==> src/rtl/ctr_lfsr.sv <==
// Fibonacci XNOR LFSR counter, 3..16 bits, optional 2^WIDTH period, terminal-count auto-reload.
// out/tc registered (one-edge latency); no backpressure, every inc edge advances or reloads.
module ctr_lfsr #(
  parameter int               WIDTH   = 8,
  parameter int               FULL    = 0,
  parameter logic [WIDTH-1:0] RST_VAL = '0
) (
  input  logic             clk,
  input  logic             rst_n,
  input  logic             inc,
  input  logic             load,
  input  logic [WIDTH-1:0] seed,
  input  logic             tc_en,
  input  logic [WIDTH-1:0] tc_val,
  output logic [WIDTH-1:0] out,
  output logic             tc
);

  if (WIDTH < 3 || WIDTH > 16) begin : g_bad_width
    $error("ctr_lfsr: WIDTH must be 3..16");
  end
  if (FULL != 0 && FULL != 1) begin : g_bad_full
    $error("ctr_lfsr: FULL must be 0 or 1");
  end
  if (FULL == 0 && RST_VAL == {WIDTH{1'b1}}) begin : g_bad_rst
    $error("ctr_lfsr: all-ones RST_VAL is a lock-up state when FULL=0");
  end

  // Bit k of the tap list sits at out[k-1].
  function automatic logic [WIDTH-1:0] tap_mask();
    logic [15:0]      m16;
    logic [WIDTH-1:0] m;
    case (WIDTH)
      3:       m16 = 16'h0006;
      4:       m16 = 16'h000C;
      5:       m16 = 16'h0014;
      6:       m16 = 16'h0030;
      7:       m16 = 16'h0060;
      8:       m16 = 16'h00B8;
      9:       m16 = 16'h0110;
      10:      m16 = 16'h0240;
      11:      m16 = 16'h0500;
      12:      m16 = 16'h0829;
      13:      m16 = 16'h100D;
      14:      m16 = 16'h2015;
      15:      m16 = 16'h6000;
      16:      m16 = 16'hD008;
      default: m16 = 16'h0000;
    endcase
    m = '0;
    for (int i = 0; i < WIDTH && i < 16; i++) m[i] = m16[i];
    return m;
  endfunction

  localparam logic [WIDTH-1:0] TAPS = tap_mask();

  logic             fb;
  logic [WIDTH-1:0] nxt;
  logic             hit;

  // In full-period mode the feedback flips when the low bits are all ones,
  // splicing 1..1 in between 01..1 and 1..10.
  always_comb begin
    fb = ~^(out & TAPS);
    if (FULL != 0 && (&out[WIDTH-2:0])) fb = ~fb;
    nxt = {out[WIDTH-2:0], fb};
  end

  assign hit = inc && tc_en && (out == tc_val);

  always_ff @(posedge clk or negedge rst_n) begin
    if (!rst_n) begin
      out <= RST_VAL;
      tc  <= 1'b0;
    end else if (load) begin
      out <= seed;
      tc  <= 1'b0;
    end else if (hit) begin
      out <= seed;
      tc  <= 1'b1;
    end else if (inc) begin
      out <= nxt;
      tc  <= 1'b0;
    end else begin
      tc  <= 1'b0;
    end
  end

endmodule

==> config.mk <==
export PLATFORM = sky130hd
export DESIGN_NAME = ctr_lfsr
export DESIGN_NICKNAME = d
export VERILOG_FILES = /design/src/rtl/ctr_lfsr.sv
export SDC_FILE = /design/constraint.sdc
export NUM_CORES = 1
export LEC_CHECK = 0
export BUFFER_PORTS_ARGS = -buffer_cell sky130_fd_sc_hd__buf_2
export CORE_MARGIN = 1
export CORE_UTILIZATION = 44
export CTS_BUF_LIST = sky130_fd_sc_hd__clkbuf_16
export DETAILED_ROUTE_END_ITERATION = 6
export MAX_ROUTING_LAYER = met4
export PLACE_DENSITY_LB_ADDON = 0.05
export SLEW_MARGIN = 40
export SYNTH_ARGS = -nofsm -noshare
export SYNTH_HDL_FRONTEND = slang
export SYNTH_SLANG_ARGS = --single-unit
==> constraint.sdc <==
create_clock -name clk -period 1.8 [get_ports clk]
set_input_delay 0.54 -clock clk [delete_from_list [all_inputs] [get_ports clk]]
set_output_delay 0.54 -clock clk [all_outputs]
set_load 0.03 [all_outputs]
==> metrics.txt, run 1 <==
status=finished with violations; failing checks=DRC; simple-gate share of the synthesized area=0.166; flop2flop setup slack=90 ps; I/O pin count=30; Synth top area share=0.365; largest family of logic cells by synthesized area=simple AND/OR/NAND/NOR gates; Max VDD drop=0.000473 V; final worst setup slack=89.0 ps; Syn Inst Count=63; Power Total=0.847 mW; core area=1300 sq um; power density over the cells=961 nW/um^2; drt first-iter violations=22; total setup buffers inserted after CTS=0; Slew Viols, Final=0; hold_buf cts=0; post-synthesis mux area share=0.130; GR Overflow Total=0; CP top delay family=flip-flops; Total Wirelength=1640 um; CP Class=register to register; LEAKAGE=0.492 nW; port buffer count=29; Area growth syn-to-layout=42.8%; total die area=1560 sq um; async set or reset register ratio after synthesis=1.00; crit-path cells=xor2_1 > nor4_2 > nand3_1 > buf_4 > mux2i_1 > a221o_1; Critical Path Fanout Max=7; Post-Layout Cell Count=114; final hold vios=0; DRT antenna net count=0; GRT Total Usage=0.270; max cap viols=0; DR pass1 iterations=6; commonest cells in the netlist=nand2_1, dfrtp_1, a221o_1, mux2i_1, xor2_1; detailed placer's ending HPWL=1150 um; initial antenna violation count=0; Synth Area in Compound Gates=0.130; CP Buf/Inv Count=1; root buf cell=clkbuf_16; CTS H-Tree Depth=1; Via-to-Cell Ratio=5.39; top post-synthesis cells by area=dfrtp_1, a221o_1, mux2i_1, xor2_1, nand2_1; post-layout min period=1710 ps; layout cells sized above 1=0.414; DIE HEIGHT=39.4 um; Synth Area in Adders=0; crit start category=register; Netlist Area Pre-Place=617 sq um; Synth Area in XOR/XNOR=0.156; Clock Path Buffers=2; CTS tree=built; Num Clock Sinks=9; Avg Cell Area, Syn=9.79 sq um; Distinct cells, synth=16; post-synthesis sequential area ratio=0.365; Starting Density=0.474; most common cell in the netlist=nand2_1; #FFs+latches synth=9; Slew @ Worst Pin=217 ps; syn nets=84; Finish-stage setup viols=0; routed len/inst=14.4 um; pre-CTS setup slack=-97.8 ps; Cell Area, Placed=801 sq um; area leader, netlist=dfrtp_1; predominant post-synthesis flop cell=dfrtp_1; Critical Path RT=1910 ps; Slew Limit Headroom=0.855; clk_lat worst skew=240 ps; dpl cells=110; part of the cycle the worst path needs=0.951; number of synthesized flops with an enable pin=0; pin count of the biggest net entering global routing=12; number of buffers created by CTS=3; die extent in x=39.4 um; RSZ-0062 raised after global routing=false; nets@finish=121; Setup Skew=2.15 ps; vias in the first global route=560; gpl congestion=0.744; register clock-pin slew on the reported worst setup and hold paths=40 ps; critical path capture point type=register; diode count=0; Rows=13; Design Area, Final=881 sq um; maximum clock rate=0.584 GHz; Critical-path top delay cell=dfrtp_2; DR vias=615; global-route wire length before repair=2660 um; DRC=1; worst hold path class=input pin to async pin; CP arrival=1820 ps; yosys warns=0; Critical Path Max Stage Delay=440 ps
-- what timing repair did --
item                       CTS  global route
gates resized for setup      0             1
hold endpoints to repair     0             0
setup endpoints to repair    0             3
-- final timing paths --
kind | startpoint | cells after the start | endpoint
worst max-delay path | out[4]$_DFFE_PN0P_ | 6 | out[1]$_DFFE_PN0P_
worst min-delay path | rst_n | 1 | out[7]$_DFFE_PN0P_
worst max register to register | out[4]$_DFFE_PN0P_ | 6 | out[1]$_DFFE_PN0P_
worst min register to register | out[0]$_DFFE_PN0P_ | 1 | out[0]$_DFFE_PN0P_
max in group asynchronous | rst_n | 1 | out[4]$_DFFE_PN0P_
min in group clk | seed[4] | 2 | out[4]$_DFFE_PN0P_
-- metal layers --
| layer | vias to the layer above | wire (um) | global-route usage |
|---|---|---|---|
| met5 | - | 0 | - |
| met4 | 0 | 12 | 0.129 |
| met3 | 2 | 101 | 0.0568 |
| met2 | 28 | 812 | 0.418 |
| met1 | 286 | 717 | 0.331 |
| li1 | 299 | - | - |
-- worst register-to-register path: cells and delay by family, from the launching register on --
family / cells / cell delay, ps
xor+xnor: 1 / 160
mux: 1 / 130
buf+inv: 1 / 190
simple gates: 2 / 390
flops: 1 / 440
compound gates: 1 / 270
-- through the flow --
step,util,hold WS [ps],setup TNS (ps)
after floorplan,-,244,0
after global placement,0.615,403,-345
after detailed placement,0.615,405,-632
after CTS,0.676,161,0
after global routing,0.677,165,0
final,0.677,150,0
-- logic make-up after synthesis --
| group | count (synthesis) |
|---|---|
| multiplexers | 8 |
| XOR/XNOR | 11 |
| buffers and inverters | 4 |
| AND/OR/NAND/NOR | 23 |
| flip-flops | 9 |
| AO/OA/AOI/OAI | 8 |
-- report_power, final --
| part | switching [mW] | internal (mW) |
|---|---|---|
| clock network | 0.101 | 0.291 |
| logic | 0.114 | 0.0876 |
| registers | 0.0297 | 0.224 |
| total | 0.244 | 0.602 |
-- cells in the final DEF, fill, tap and decap left out, types with 2 or more instances in the layout --
| cell type | n |
|---|---|
| nand2_1 | 16 |
| mux2i_1 | 8 |
| xnor2_1 | 4 |
| buf_4 | 7 |
| dfrtp_1 | 8 |
| buf_2 | 29 |
| clkbuf_16 | 3 |
| nor2_1 | 2 |
| a221o_1 | 8 |
| xor2_1 | 7 |
-- registers in the layout, summed over array words and instances (netlist names) --
signal,flops
out,8
tc,1
-- area by class of cell --
type | instances | area (sq um)
Sequential cell | 9 | 226
Clock buffer | 3 | 75.1
Clock inverter | 1 | 3.75
Multi-Input combinational cell | 50 | 359
Timing Repair Buffer | 36 | 198
Fill cell | 113 | 420
Tap cell | 15 | 18.8
Power figures use the tool's default switching activity.
==> run 2, diff against run 1 <==
--- a/config.mk
+++ b/config.mk
@@ -6,8 +6,10 @@
 export NUM_CORES = 1
 export LEC_CHECK = 0
 export BUFFER_PORTS_ARGS = -buffer_cell sky130_fd_sc_hd__buf_2
+export CELL_PAD_IN_SITES_DETAIL_PLACEMENT = 0
+export CELL_PAD_IN_SITES_GLOBAL_PLACEMENT = 1
 export CORE_MARGIN = 1
-export CORE_UTILIZATION = 44
+export CORE_UTILIZATION = 32
 export CTS_BUF_LIST = sky130_fd_sc_hd__clkbuf_16
 export DETAILED_ROUTE_END_ITERATION = 6
 export MAX_ROUTING_LAYER = met4
==> run 2 against run 1 <==
Against the previous run:
- the run now ends clean
- clock-buffer cell count is the same
- non-clock buffer count grew 3
- sequential power shrank 2%
- worst hold slack gained 2.5 ps
- sequential share of layout area shrank 1.1 points
- wire length grew 5.2%
- cell area grew 3.8%
- clock power grew 2%
- via count shrank 0.81%
- die area grew 35%
- power grew 1.3%
- combinational power grew 5%
==> metrics.txt, run 2 (synthesis gave the netlist of run 1 again) <==
DRC=0 (-1); maximum clock rate=0.596 GHz (+2.0%); Critical Path Fanout Max=5 (-2); DIE HEIGHT=45.9 um (+16%); pre-CTS setup slack=-75.6 ps (+22.2 ps); Reg with most FFs=out; CP arrival=1800 ps (-20 ps); Rows=15 (+2); Slew Viols, Final=0 (unchanged); dpl cells=123 (+12%); total die area=2110 sq um (+35%); Top Layer Used=met4; Setup Skew=0.714 ps (-1.43 ps); fin util=0.518 (-0.158); diode count=0 (unchanged); register area=225 sq um (-0.55%); DRT antenna net count=0 (unchanged); LEAKAGE=0.508 nW (+3.2%); part of the cycle the worst path needs=0.932 (-0.0188); drt first-iter violations=12 (-45%); routed len/inst=13.6 um (-5.6%); met2 WL=743 um (-8.5%); max FFs per register=8 (unchanged); global-route wire length before repair=2680 um (+0.79%); register clock-pin slew on the reported worst setup and hold paths=40 ps (about the same); CTS H-Tree Depth=1 (unchanged); Fillers=184 (+63%); final hold vios=0 (unchanged); core area=1760 sq um (+36%); clk_lat worst skew=240 ps (about the same); max cap viols=0 (unchanged); number of buffers created by CTS=3 (unchanged); initial antenna violation count=0 (unchanged); PostCTS Resize Cnt=0 (unchanged); layout cells sized above 1=0.422 (+0.00743); most common cell after layout, fill and taps aside=buf_2; Post-Layout Cell Count=127 (+11%); CTS tree=built; GR Overflow Total=0 (unchanged); vias in the first global route=585 (+4.5%); post-layout min period=1680 ps (-33.9 ps); Max VDD drop=0.000480 V (+1.6%); I/O pin count=30 (unchanged); routed metal-1 wirelength=810 um (+13%); gpl congestion=0.733 (-1.6%); pin count of the biggest net entering global routing=12 (unchanged); Critical Path RT=1920 ps (about the same); Clock Path Buffers=2 (unchanged); CP Class=register to register; commonest cells after routing, fill and taps aside=buf_2, nand2_1, buf_4; DR pass1 iterations=4 (-2); RSZ-0062 raised after global routing=false; die extent in x=45.9 um (+16%); root buf cell=clkbuf_16; status=completed; Area growth syn-to-layout=48.3%; Total Wirelength=1730 um (+5.2%); GRT Total Usage=0.199 (-0.0712); port buffer count=29 (unchanged); Starting Density=0.350 (-0.124); power density over the cells=937 nW/um^2 (-2.5%); DR vias=610 (-0.81%); area of the multi-input gates=359 sq um (unchanged); nets@finish=124 (+2.5%); detailed placer's ending HPWL=1330 um (+16%); Slew Limit Headroom=0.846 (-0.00892); Num Clock Sinks=9 (unchanged); final worst setup slack=123 ps (+33.9 ps); worst hold path class=input pin to async pin; Slew @ Worst Pin=231 ps (+14.1 ps); crit start category=register; total setup buffers inserted after CTS=0 (unchanged); Met3 Wirelength=121 um (+20%); R2R cell count=6 (unchanged); critical path capture point type=register; Finish-stage setup viols=0 (unchanged); hold_buf cts=0 (unchanged); top flop regs=out: 8 flops, tc: 1 flops; Via-to-Cell Ratio=4.80 (-11%)
==> run 2: cell type report <==
| class | instances | area share |
|---|---|---|
| Multi-Input combinational cell | 50 | 0.393 |
| Sequential cell | 9 | 0.246 |
| Timing Repair Buffer | 39 | 0.241 |
| Clock buffer | 3 | 0.0821 |
| Tap cell | 25 | 0.0342 |
| Clock inverter | 1 | 0.00410 |
==> run 2: power by group <==
group	switching, mW	internal, mW	leakage (nW)
clock	0.106	0.291	0.0423
sequential	0.0247	0.224	0.112
combinational	0.117	0.0948	0.354
==> run 2: per-layer routing <==
metal | vias to the layer above | global-route usage
met5 | - | -
met4 | 0 | 0.141
met3 | 5 | 0.0516
met2 | 27 | 0.248
met1 | 278 | 0.270
li1 | 300 | -
==> run 2: worst paths after layout <==
path                                      end                from  slack, ps
setup / recovery           out[6]$_DFFE_PN0P_  out[3]$_DFFE_PN0P_        120
hold / removal             out[1]$_DFFE_PN0P_               rst_n        150
setup reg to reg           out[6]$_DFFE_PN0P_  out[3]$_DFFE_PN0P_        120
hold reg to reg            out[0]$_DFFE_PN0P_  out[0]$_DFFE_PN0P_        570
max in group asynchronous  out[2]$_DFFE_PN0P_               rst_n       1460
min in group clk           out[5]$_DFFE_PN0P_             seed[5]        550
==> run 2: metrics by stage <==
step                      TNS [ps]  cell area, sq um  total power, mW  hold WS [ps]
after floorplan                  0               617            0.378           244
after global placement        -366               836            0.465           411
after detailed placement      -570               836            0.465           411
after CTS                        0               915            0.866           158
after global routing             0               915            0.898           169
final                            0               915            0.857           153
==> run 2: worst max-delay path, stage by stage (launching register included) <==
cell	delay, ps
dfrtp_1	430
xor2_1	180
nor4_2	260
nand3_1	130
buf_4	180
mux2i_1	120
a221o_1	260
==> run 3, diff against run 2 <==
--- a/config.mk
+++ b/config.mk
@@ -5,11 +5,12 @@
 export SDC_FILE = /design/constraint.sdc
 export NUM_CORES = 1
 export LEC_CHECK = 0
+export ABC_AREA = 1
 export BUFFER_PORTS_ARGS = -buffer_cell sky130_fd_sc_hd__buf_2
 export CELL_PAD_IN_SITES_DETAIL_PLACEMENT = 0
 export CELL_PAD_IN_SITES_GLOBAL_PLACEMENT = 1
 export CORE_MARGIN = 1
-export CORE_UTILIZATION = 32
+export CORE_UTILIZATION = 31
 export CTS_BUF_LIST = sky130_fd_sc_hd__clkbuf_16
 export DETAILED_ROUTE_END_ITERATION = 6
 export MAX_ROUTING_LAYER = met4
@@ -18,3 +19,4 @@
 export SYNTH_ARGS = -nofsm -noshare
 export SYNTH_HDL_FRONTEND = slang
 export SYNTH_SLANG_ARGS = --single-unit
+export TNS_END_PERCENT = 5
==> run 3 against run 2 <==
Against the previous run:
- via count increased by 16%
- sequential cell count unchanged
- power increased by 9.2%
- critical endpoint is now out[5]
- largest cell class unchanged
==> metrics.txt, run 3 <==
gpl congestion=0.802 (+9.4%); clk_lat worst skew=240 ps (about the same); Total Wirelength=1770 um (+2.4%); CP Buf/Inv Count=1 (unchanged); DR vias=705 (+16%); max cap viols=0 (unchanged); post-synthesis sequential area ratio=0.320 (-0.0448); CP Class=register to primary output; register clock-pin slew on the reported worst setup and hold paths=40 ps (about the same); top post-synthesis cells by area=dfrtp_1, nand2_1, nand3_1, inv_1, bufinv_8; layout cells sized above 1=0.307 (-0.114); Setup TNS=0 ps (unchanged); LEAKAGE=0.592 nW (+17%); Slew @ Worst Pin=237 ps (+5.58 ps); CP arrival=900 ps (-900 ps); I/O pin count=30 (unchanged); DRC=0 (unchanged); Met3 Wirelength=89 um (-26%); CP top delay family=flip-flops; initial antenna violation count=0 (unchanged); core area=2040 sq um (+16%); Setup Skew=2.20 ps (+1.49 ps); DIE HEIGHT=49.6 um (+8.1%); CTS H-Tree Depth=1 (unchanged); Fillers=231 (+26%); Max VDD drop=0.000521 V (+8.4%); max FFs per register=8 (unchanged); maximum clock rate=0.695 GHz (+17%); Critical Path RT=1260 ps (-660 ps); hold_buf cts=0 (unchanged); met2 WL=749 um (+0.81%); fin util=0.474 (-0.0442); PostCTS Resize Cnt=0 (unchanged); vias in the first global route=679 (+16%); area leader, netlist=dfrtp_1; DR pass1 iterations=4 (unchanged); critical path capture point type=primary output; commonest cells after routing, fill and taps aside=nand2_1, buf_2, inv_1; Synth top area share=0.320 (-0.0448); Netlist Area Pre-Place=703 sq um (+14%); root buf cell=clkbuf_16; Area growth syn-to-layout=37.7%; syn nets=127 (+51%); crit start category=register; Slew Viols, Final=0 (unchanged); RSZ-0062 raised after global routing=false; #FFs+latches synth=9 (unchanged); pin count of the biggest net entering global routing=11 (-1); GR Overflow Total=0 (unchanged); predominant post-synthesis flop cell=dfrtp_1; most common cell after layout, fill and taps aside=nand2_1; Finish-stage setup viols=0 (unchanged); die extent in x=49.6 um (+8.1%); GRT Total Usage=0.173 (-0.0257); number of buffers created by CTS=3 (unchanged); port buffer count=29 (unchanged); commonest cells in the netlist=nand2_1, inv_1, nand3_1; drt first-iter violations=6 (-6); worst hold path class=input pin to async pin; nets@finish=162 (+31%); power density over the cells=967 nW/um^2 (+3.1%); Via-to-Cell Ratio=4.22 (-12%); status=completed; diode count=0 (unchanged); detailed placer's ending HPWL=1340 um (+0.56%); Critical Path Max Stage Delay=430 ps (about the same); Design Area, Final=968 sq um (+5.9%); post-layout min period=1440 ps (-238 ps); async set or reset register ratio after synthesis=1.00 (unchanged); total die area=2460 sq um (+17%); number of synthesized flops with an enable pin=0 (unchanged); part of the cycle the worst path needs=0.800 (-0.132); crit-path cells=buf_2; final hold vios=0 (unchanged); Critical Path Fanout Max=5 (unchanged); Cell Area, Placed=890 sq um (+6.4%); global-route wire length before repair=3060 um (+14%); Starting Density=0.344 (-0.00528); DRT antenna net count=0 (unchanged); Num Clock Sinks=9 (unchanged); total setup buffers inserted after CTS=0 (unchanged); most common cell in the netlist=nand2_1; Rows=16 (+1); Syn Inst Count=106 (+68%); yosys warns=0 (unchanged); routed metal-1 wirelength=888 um (+9.6%); Reg with most FFs=out; Clock Path Buffers=2 (unchanged); CTS tree=built; Distinct cells, synth=16 (unchanged); top flop regs=out: 8 flops, tc: 1 flops; routed len/inst=10.6 um (-22%); Top Layer Used=met4; Critical-path top delay cell=dfrtp_1; Avg Cell Area, Syn=6.63 sq um (-32%); Slew Limit Headroom=0.842 (-0.00426); Power Total=0.936 mW (+9.2%)
run 3: report_power, final:
part           leakage, nW  switching (mW)  internal (mW)
combinational        0.443           0.168          0.104
clock               0.0423           0.113          0.292
sequential           0.108          0.0306          0.230
total                0.592           0.311          0.625
run 3: logic make-up after synthesis:
kind of cell           share of synthesized area
XOR/XNOR                                  0.0623
flip-flops                                 0.320
buffers and inverters                      0.167
AND/OR/NAND/NOR                            0.438
AO/OA/AOI/OAI                             0.0125
run 3: per-stage QoR:
| stage | std cells | hold slack [ps] | setup WS (ps) |
|---|---|---|---|
| after floorplan | 106 | 244 | 395 |
| after global placement | 163 | 413 | 216 |
| after detailed placement | 163 | 417 | 196 |
| after CTS | 167 | 164 | 352 |
| after global routing | 167 | 178 | 184 |
| final | 167 | 155 | 361 |
run 3: worst reg2reg max path: stages, from the launching register on:
cell	delay (ps)
dfrtp_1	420
inv_1	100
nand2_1	50
nand2_1	50
nand2_1	60
nor2_2	140
nand3_4	160
nand2_4	140
nand2_1	60
nand3_1	70
nand2_1	50
run 3: final timing paths:
kind	start	end	slack, ps	cells after the start
worst max-delay path	out[5]$_DFFE_PN0P_	out[5]	360	1
worst min-delay path	rst_n	tc$_DFF_PN0_	150	1
worst max register to register	out[3]$_DFFE_PN0P_	out[4]$_DFFE_PN0P_	380	10
worst min register to register	out[6]$_DFFE_PN0P_	out[6]$_DFFE_PN0P_	520	2
max in group asynchronous	rst_n	out[2]$_DFFE_PN0P_	1450	1
min in group clk	load	tc$_DFF_PN0_	500	2
run 3: area by class of cell:
type / count / area (sq um) / share of cell area
multi-input cells: 73 / 360 / 0.372
well taps: 27 / 33.8 / 0.0349
flip-flops and latches: 9 / 225 / 0.233
repair buffers: 30 / 153 / 0.158
clock buffers: 3 / 75.1 / 0.0775
inverters: 24 / 118 / 0.121
clock inverters: 1 / 3.75 / 0.00388
run 3: metal layers:
layer	up-vias	global-route usage
li1	381	-
met1	298	0.223
met2	21	0.252
met3	5	0.0309
met4	0	0.100
met5	-	-
